==> src/rtl/fixed_mult_seq_if.sv <==
// Operand/result handshake bundle for the sequential sign-magnitude multiplier.
// The master is the producer/consumer side; the slave is the multiplier itself.
interface fixed_mult_seq_if #(
   parameter int W = 17
);
   logic         in_valid;
   logic         in_ready;
   logic [W-1:0] a;
   logic [W-1:0] b;
   logic         out_valid;
   logic         out_ready;
   logic [W-1:0] ab;
   logic         clip_int;
   logic         clip_frac;

   modport master (
      output in_valid, a, b, out_ready,
      input  in_ready, out_valid, ab, clip_int, clip_frac
   );

   modport slave (
      input  in_valid, a, b, out_ready,
      output in_ready, out_valid, ab, clip_int, clip_frac
   );
endinterface

==> src/rtl/fixed_mult_seq.sv <==
// Shift-add sign-magnitude fixed-point multiplier, one multiplier bit per cycle,
// with optional round-half-up and registered saturation / precision-loss flags.
module fixed_mult_seq #(
   parameter int INT_W  = 8,
   parameter int FRAC_W = 8,
   parameter int ROUND  = 1
) (
   input  logic             clk,
   input  logic             rst_n,
   fixed_mult_seq_if.slave  bus
);
   localparam int M   = INT_W + FRAC_W;
   localparam int W   = M + 1;
   localparam int CW  = $clog2(M + 1);
   localparam int P_W = 2 * M;
   localparam int Q_W = M + INT_W;
   localparam int S_W = M + 1 + INT_W;

   typedef enum logic [1:0] {
      IDLE = 2'd0,
      BUSY = 2'd1,
      FIN  = 2'd2,
      DONE = 2'd3
   } state_t;

   state_t          state_reg,     state_next;
   logic [M-1:0]    mcand_reg,     mcand_next;
   logic [M-1:0]    mplier_reg,    mplier_next;
   logic            sign_reg,      sign_next;
   logic [P_W-1:0]  acc_reg,       acc_next;
   logic [CW-1:0]   cnt_reg,       cnt_next;
   logic [W-1:0]    ab_reg,        ab_next;
   logic            clip_int_reg,  clip_int_next;
   logic            clip_frac_reg, clip_frac_next;

   logic [P_W-1:0]  addend;
   logic [Q_W-1:0]  q;
   logic            rnd;
   logic [S_W-1:0]  m_sum;
   logic            sat;
   logic [M-1:0]    mag;

   assign addend = {{M{1'b0}}, mcand_reg} << cnt_reg;

   // Result path works on the wide sum so a rounding carry out of q cannot wrap.
   assign q     = acc_reg[P_W-1:FRAC_W];
   assign rnd   = (ROUND != 0) ? acc_reg[FRAC_W-1] : 1'b0;
   assign m_sum = {1'b0, q} + {{(S_W-1){1'b0}}, rnd};
   assign sat   = |m_sum[S_W-1:M];
   assign mag   = sat ? {M{1'b1}} : m_sum[M-1:0];

   always_comb begin
      state_next     = state_reg;
      mcand_next     = mcand_reg;
      mplier_next    = mplier_reg;
      sign_next      = sign_reg;
      acc_next       = acc_reg;
      cnt_next       = cnt_reg;
      ab_next        = ab_reg;
      clip_int_next  = clip_int_reg;
      clip_frac_next = clip_frac_reg;

      case (state_reg)
         IDLE: begin
            if (bus.in_valid) begin
               mcand_next  = bus.a[M-1:0];
               mplier_next = bus.b[M-1:0];
               sign_next   = bus.a[W-1] ^ bus.b[W-1];
               acc_next    = '0;
               cnt_next    = '0;
               state_next  = BUSY;
            end
         end
         BUSY: begin
            if (mplier_reg[0]) begin
               acc_next = acc_reg + addend;
            end
            mplier_next = mplier_reg >> 1;
            cnt_next    = cnt_reg + 1'b1;
            if (cnt_reg == CW'(M - 1)) begin
               state_next = FIN;
            end
         end
         FIN: begin
            // A zero magnitude always leaves with a positive sign.
            ab_next        = {sign_reg & (|mag), mag};
            clip_int_next  = sat;
            clip_frac_next = |acc_reg[FRAC_W-1:0];
            state_next     = DONE;
         end
         DONE: begin
            if (bus.out_ready) begin
               state_next = IDLE;
            end
         end
         default: state_next = IDLE;
      endcase
   end

   always_ff @(posedge clk or negedge rst_n) begin
      if (!rst_n) begin
         state_reg     <= IDLE;
         mcand_reg     <= '0;
         mplier_reg    <= '0;
         sign_reg      <= 1'b0;
         acc_reg       <= '0;
         cnt_reg       <= '0;
         ab_reg        <= '0;
         clip_int_reg  <= 1'b0;
         clip_frac_reg <= 1'b0;
      end else begin
         state_reg     <= state_next;
         mcand_reg     <= mcand_next;
         mplier_reg    <= mplier_next;
         sign_reg      <= sign_next;
         acc_reg       <= acc_next;
         cnt_reg       <= cnt_next;
         ab_reg        <= ab_next;
         clip_int_reg  <= clip_int_next;
         clip_frac_reg <= clip_frac_next;
      end
   end

   assign bus.in_ready  = (state_reg == IDLE);
   assign bus.out_valid = (state_reg == DONE);
   assign bus.ab        = ab_reg;
   assign bus.clip_int  = clip_int_reg;
   assign bus.clip_frac = clip_frac_reg;
endmodule

==> src/flat_wrapper.sv <==
// flat-port wrapper written by rule: the top's interface ports become plain ports
module fixed_mult_seq_flat 
#(
   parameter int INT_W  = 8,
   parameter int FRAC_W = 8,
   parameter int ROUND  = 1
)
  (clk, rst_n, bus_in_valid, bus_a, bus_b, bus_out_ready, bus_in_ready, bus_out_valid, bus_ab, bus_clip_int, bus_clip_frac);
  fixed_mult_seq_if #(.W(17)) bus_i ();
  input  logic clk;
  input  logic rst_n;
  input wire logic [$bits(bus_i.in_valid)-1:0] bus_in_valid;
  input wire logic [$bits(bus_i.a)-1:0] bus_a;
  input wire logic [$bits(bus_i.b)-1:0] bus_b;
  input wire logic [$bits(bus_i.out_ready)-1:0] bus_out_ready;
  output wire logic [$bits(bus_i.in_ready)-1:0] bus_in_ready;
  output wire logic [$bits(bus_i.out_valid)-1:0] bus_out_valid;
  output wire logic [$bits(bus_i.ab)-1:0] bus_ab;
  output wire logic [$bits(bus_i.clip_int)-1:0] bus_clip_int;
  output wire logic [$bits(bus_i.clip_frac)-1:0] bus_clip_frac;
  assign bus_i.in_valid = bus_in_valid;
  assign bus_i.a = bus_a;
  assign bus_i.b = bus_b;
  assign bus_i.out_ready = bus_out_ready;
  assign bus_in_ready = bus_i.in_ready;
  assign bus_out_valid = bus_i.out_valid;
  assign bus_ab = bus_i.ab;
  assign bus_clip_int = bus_i.clip_int;
  assign bus_clip_frac = bus_i.clip_frac;
  fixed_mult_seq #(.INT_W(INT_W), .FRAC_W(FRAC_W), .ROUND(ROUND)) u_core (.clk(clk), .rst_n(rst_n), .bus(bus_i));
endmodule
==> config.mk <==
export PLATFORM = sky130hd
export DESIGN_NAME = fixed_mult_seq_flat
export DESIGN_NICKNAME = d
export VERILOG_FILES = /design/src/rtl/fixed_mult_seq_if.sv /design/src/rtl/fixed_mult_seq.sv /design/src/flat_wrapper.sv
export SDC_FILE = /design/constraint.sdc
export NUM_CORES = 1
export LEC_CHECK = 0
export ABC_CLOCK_PERIOD_IN_PS = 9700
export CORE_MARGIN = 2
export CORE_UTILIZATION = 55
export DETAILED_ROUTE_END_ITERATION = 12
export PLACE_DENSITY_LB_ADDON = 0.08
export SYNTH_ARGS = -nofsm -noshare
export SYNTH_HDL_FRONTEND = slang
export SYNTH_SLANG_ARGS = --single-unit
==> constraint.sdc <==
create_clock -name clk -period 9.7 [get_ports clk]
set_input_delay 1.455 -clock clk [delete_from_list [all_inputs] [get_ports clk]]
set_output_delay 1.455 -clock clk [all_outputs]
set_load 0.01 [all_outputs]
==> flow_metrics.py <==
metrics = {
    "synthesis": {
        "syn_nets": 853,
        "synth.cell_area_um2": 6870,
        "synth-async-reset-ratio": 1.00,
        "yosysWarnings": 0,
        "synth_seq_cells": 91,
        "synth_edf_count": 0,
        "synth_cell_types": 84,
        "synth_area_per_cell_um2": 8.87,
        "yosysSeqAreaShare": 0.331,
        "syn_inst": 775,
        "synth_top_flop_cell": "dfrtp_1",
    },
    "finish": {
        "fin_nets": 889,
        "syn2layout_area_growth_pct": 13.9,
        "insertedDiodeCount": 0,
        "fin_util": 0.646,
        "final_cell_area_um2": 7830,
        "largest_reg_flops": 32,
        "nFillCells": 1028,
        "final_common_cell": "nand2_1",
        "final_cell_mix": "nand2_1, dfrtp_1, o21ai_0, nor2_1, clkdlybuf4s50_1",
        "final_cells": 984,
        "drive_gt1_frac": 0.116,
    },
    "sta": {
        "setup_viol": 0,
        "relSlewSlack": 0.390,
        "grt_setup_unrepaired": "no",
        "clock-skew-final_ns": 0.00987,
        "setup_ws_ns": 5.22,
        "final.min_clock_period_ns": 4.48,
        "holdWs_ns": 0.483,
        "fin_crit_sh": 0.462,
        "finalHoldViolations": 0,
        "slew_violations": 0,
        "tns_ns": 0,
        "fmax_mhz": 223,
        "worst_pin_slew_ns": 0.915,
    },
    "min_path": {
        "min_path_type": "flop to flop",
    },
    "floorplan": {
        "dieArea_um2": 13400,
        "core_area_um2": 12100,
        "io_pins": 59,
        "die_w_um": 116,
        "start_util": 0.568,
        "die_y_um": 116,
        "row_count": 40,
    },
    "placement": {
        "gp_congestion": 1.03,
        "dpl.cell_count": 968,
        "pre_cts_ws_ns": 5.29,
        "dpl_cell_area_um2": 7530,
        "portBuffers": 58,
        "hpwl_um": 12300,
    },
    "worst_setup_path": {
        "cp_max_fo": 22,
        "crit_type": "flop to flop",
        "end_kind": "flop",
        "cp-start-kind": "flop",
        "cp_data_required_time_ns": 9.98,
        "cp.arrival_ns": 4.76,
    },
    "clock_network": {
        "cts_made_buffers": 9,
        "post_cts_buffers": 0,
        "cts_resized": 0,
        "cts_tree": "yes",
        "cts_sinks": 91,
        "cts.path.max_buffers": 2,
        "root_buffer": "clkbuf_16",
        "insertion_delay_ns": 0.35,
        "cts_hold_repair.buffers": 0,
        "clk_pin_slew_ns": 0.06,
        "cts_htree_levels": 3,
    },
    "global_routing": {
        "grt_pass1_wl_um": 27300,
        "grt_usage": 0.258,
        "grt_pass1_vias": 5689,
        "overflow": 0,
        "antenna_found_initial": 0,
        "grt_max_degree": 62,
    },
    "detailed_routing": {
        "wl_per_cell_um": 16.4,
        "via_per_inst": 5.98,
        "drc_errors": 0,
        "vias": 5885,
        "dr.pass1.iters": 5,
        "drt_iter0_markers": 355,
        "ant_nets": 0,
        "drt-total-wl_um": 16200,
    },
    "pwr": {
        "pwr-share-clk": 0.145,
        "worst_ir_drop_vdd_mv": 0.210,
        "p_sw_mw": 1.10,
        "finalPower_mw": 2.44,
        "p_comb_frac": 0.583,
        "netSwitchingFraction": 0.453,
        "power.density_nw_per_um2": 311,
        "p_int_mw": 1.33,
        "p_leak_nw": 3.45,
        "pwr-share-seq": 0.271,
    },
    "run_status": {
        "outcome": "completed",
    },
    "job": {
        "cap_violations": 0,
    },
}
## synthesized netlist by cell type (5+ instances only)
cell	number	share of area
and2_1	5	0.0046
nand2_1	96	0.052
mux2_2	28	0.046
and3_1	9	0.0082
nand2b_1	6	0.0055
ha_1	39	0.071
buf_2	5	0.0036
o22ai_1	13	0.012
xor2_1	20	0.025
nor2_1	67	0.037
inv_1	21	0.011
mux4_2	7	0.023
dfrtp_1	91	0.33
mux2i_1	28	0.041
o31ai_1	5	0.0055
xnor2_1	19	0.024
a21oi_1	41	0.030
o21ai_0	78	0.057
a21oi_2	8	0.010
a21o_1	14	0.015
clkbuf_1	28	0.015
nor3_1	9	0.0066
nand3_1	24	0.017
## path summary, 6_finish.rpt
path | from | cells after the start | slack, ns | end
worst max-delay path | u_core.cnt_reg[0] | 15 | 5.22 | u_core.acc_reg[28]
worst min-delay path | u_core.mplier_reg[12] | 2 | 0.48 | u_core.mplier_reg[12]
worst max register to register | u_core.cnt_reg[0] | 15 | 5.22 | u_core.acc_reg[28]
worst min register to register | u_core.mplier_reg[12] | 2 | 0.48 | u_core.mplier_reg[12]
max in group asynchronous | rst_n | 2 | 7.56 | u_core.mcand_reg[12]
min in group asynchronous | rst_n | 1 | 1.03 | u_core.bus.ab[2]
## cells by family (layout without fill, tap and decap cells)
kind of cell               after synthesis  after routing  share of synthesized area
and+or+nand+nor                        254            254                      0.175
adders and majority gates               40             40                     0.0739
DFF                                     91             91                      0.331
xor gates and xnor gates                39             39                     0.0497
muxes                                   64             64                      0.113
buffers and inverters                   63            104                     0.0386
AOI/OAI and AO/OA                      224            224                      0.219
## power by group through the flow
stage / clock network [mW] / logic [mW] / registers (mW)
4_1_cts: 0.364 / 1.41 / 0.661
2_1_floorplan: 0 / 1.06 / 0.621
3_3_place_gp: 0 / 1.37 / 0.658
5_1_grt: 0.381 / 1.58 / 0.685
6_report: 0.354 / 1.42 / 0.661
3_5_place_dp: 0 / 1.41 / 0.667
## critical path, cell delays in order (launching register included)
cell	delay [ns]
dfrtp_1	0.94
mux2_2	0.43
nor2_1	0.11
a21oi_1	0.09
mux2_2	0.30
o21ai_0	0.31
nor2_1	0.12
ha_1	0.43
and4_1	0.22
o211ai_1	0.10
a21oi_1	0.22
o22ai_2	0.13
o311ai_2	0.43
a21oi_1	0.17
o21ai_0	0.23
a22o_1	0.17
## routing by layer
| metal | part of all wire | routed length [µm] | GRT usage |
|---|---|---|---|
| met1 | 0.45 | 7250 | 0.342 |
| met2 | 0.47 | 7630 | 0.418 |
| met3 | 0.041 | 667 | 0.0335 |
| met4 | 0.037 | 603 | 0.129 |
| met5 | 0 | 0 | 0 |
## layout make-up
class                   count  area (µm²)  share of cell area
clock inverters             6        62.6             0.00799
multi-input cells         621        4330               0.553
well taps                 168         210              0.0268
clock buffers              10         239              0.0305
inverters                  25        93.8              0.0120
repair buffers             63         616              0.0786
flip-flops and latches     91        2280               0.291
Power figures use the tool's default switching activity.
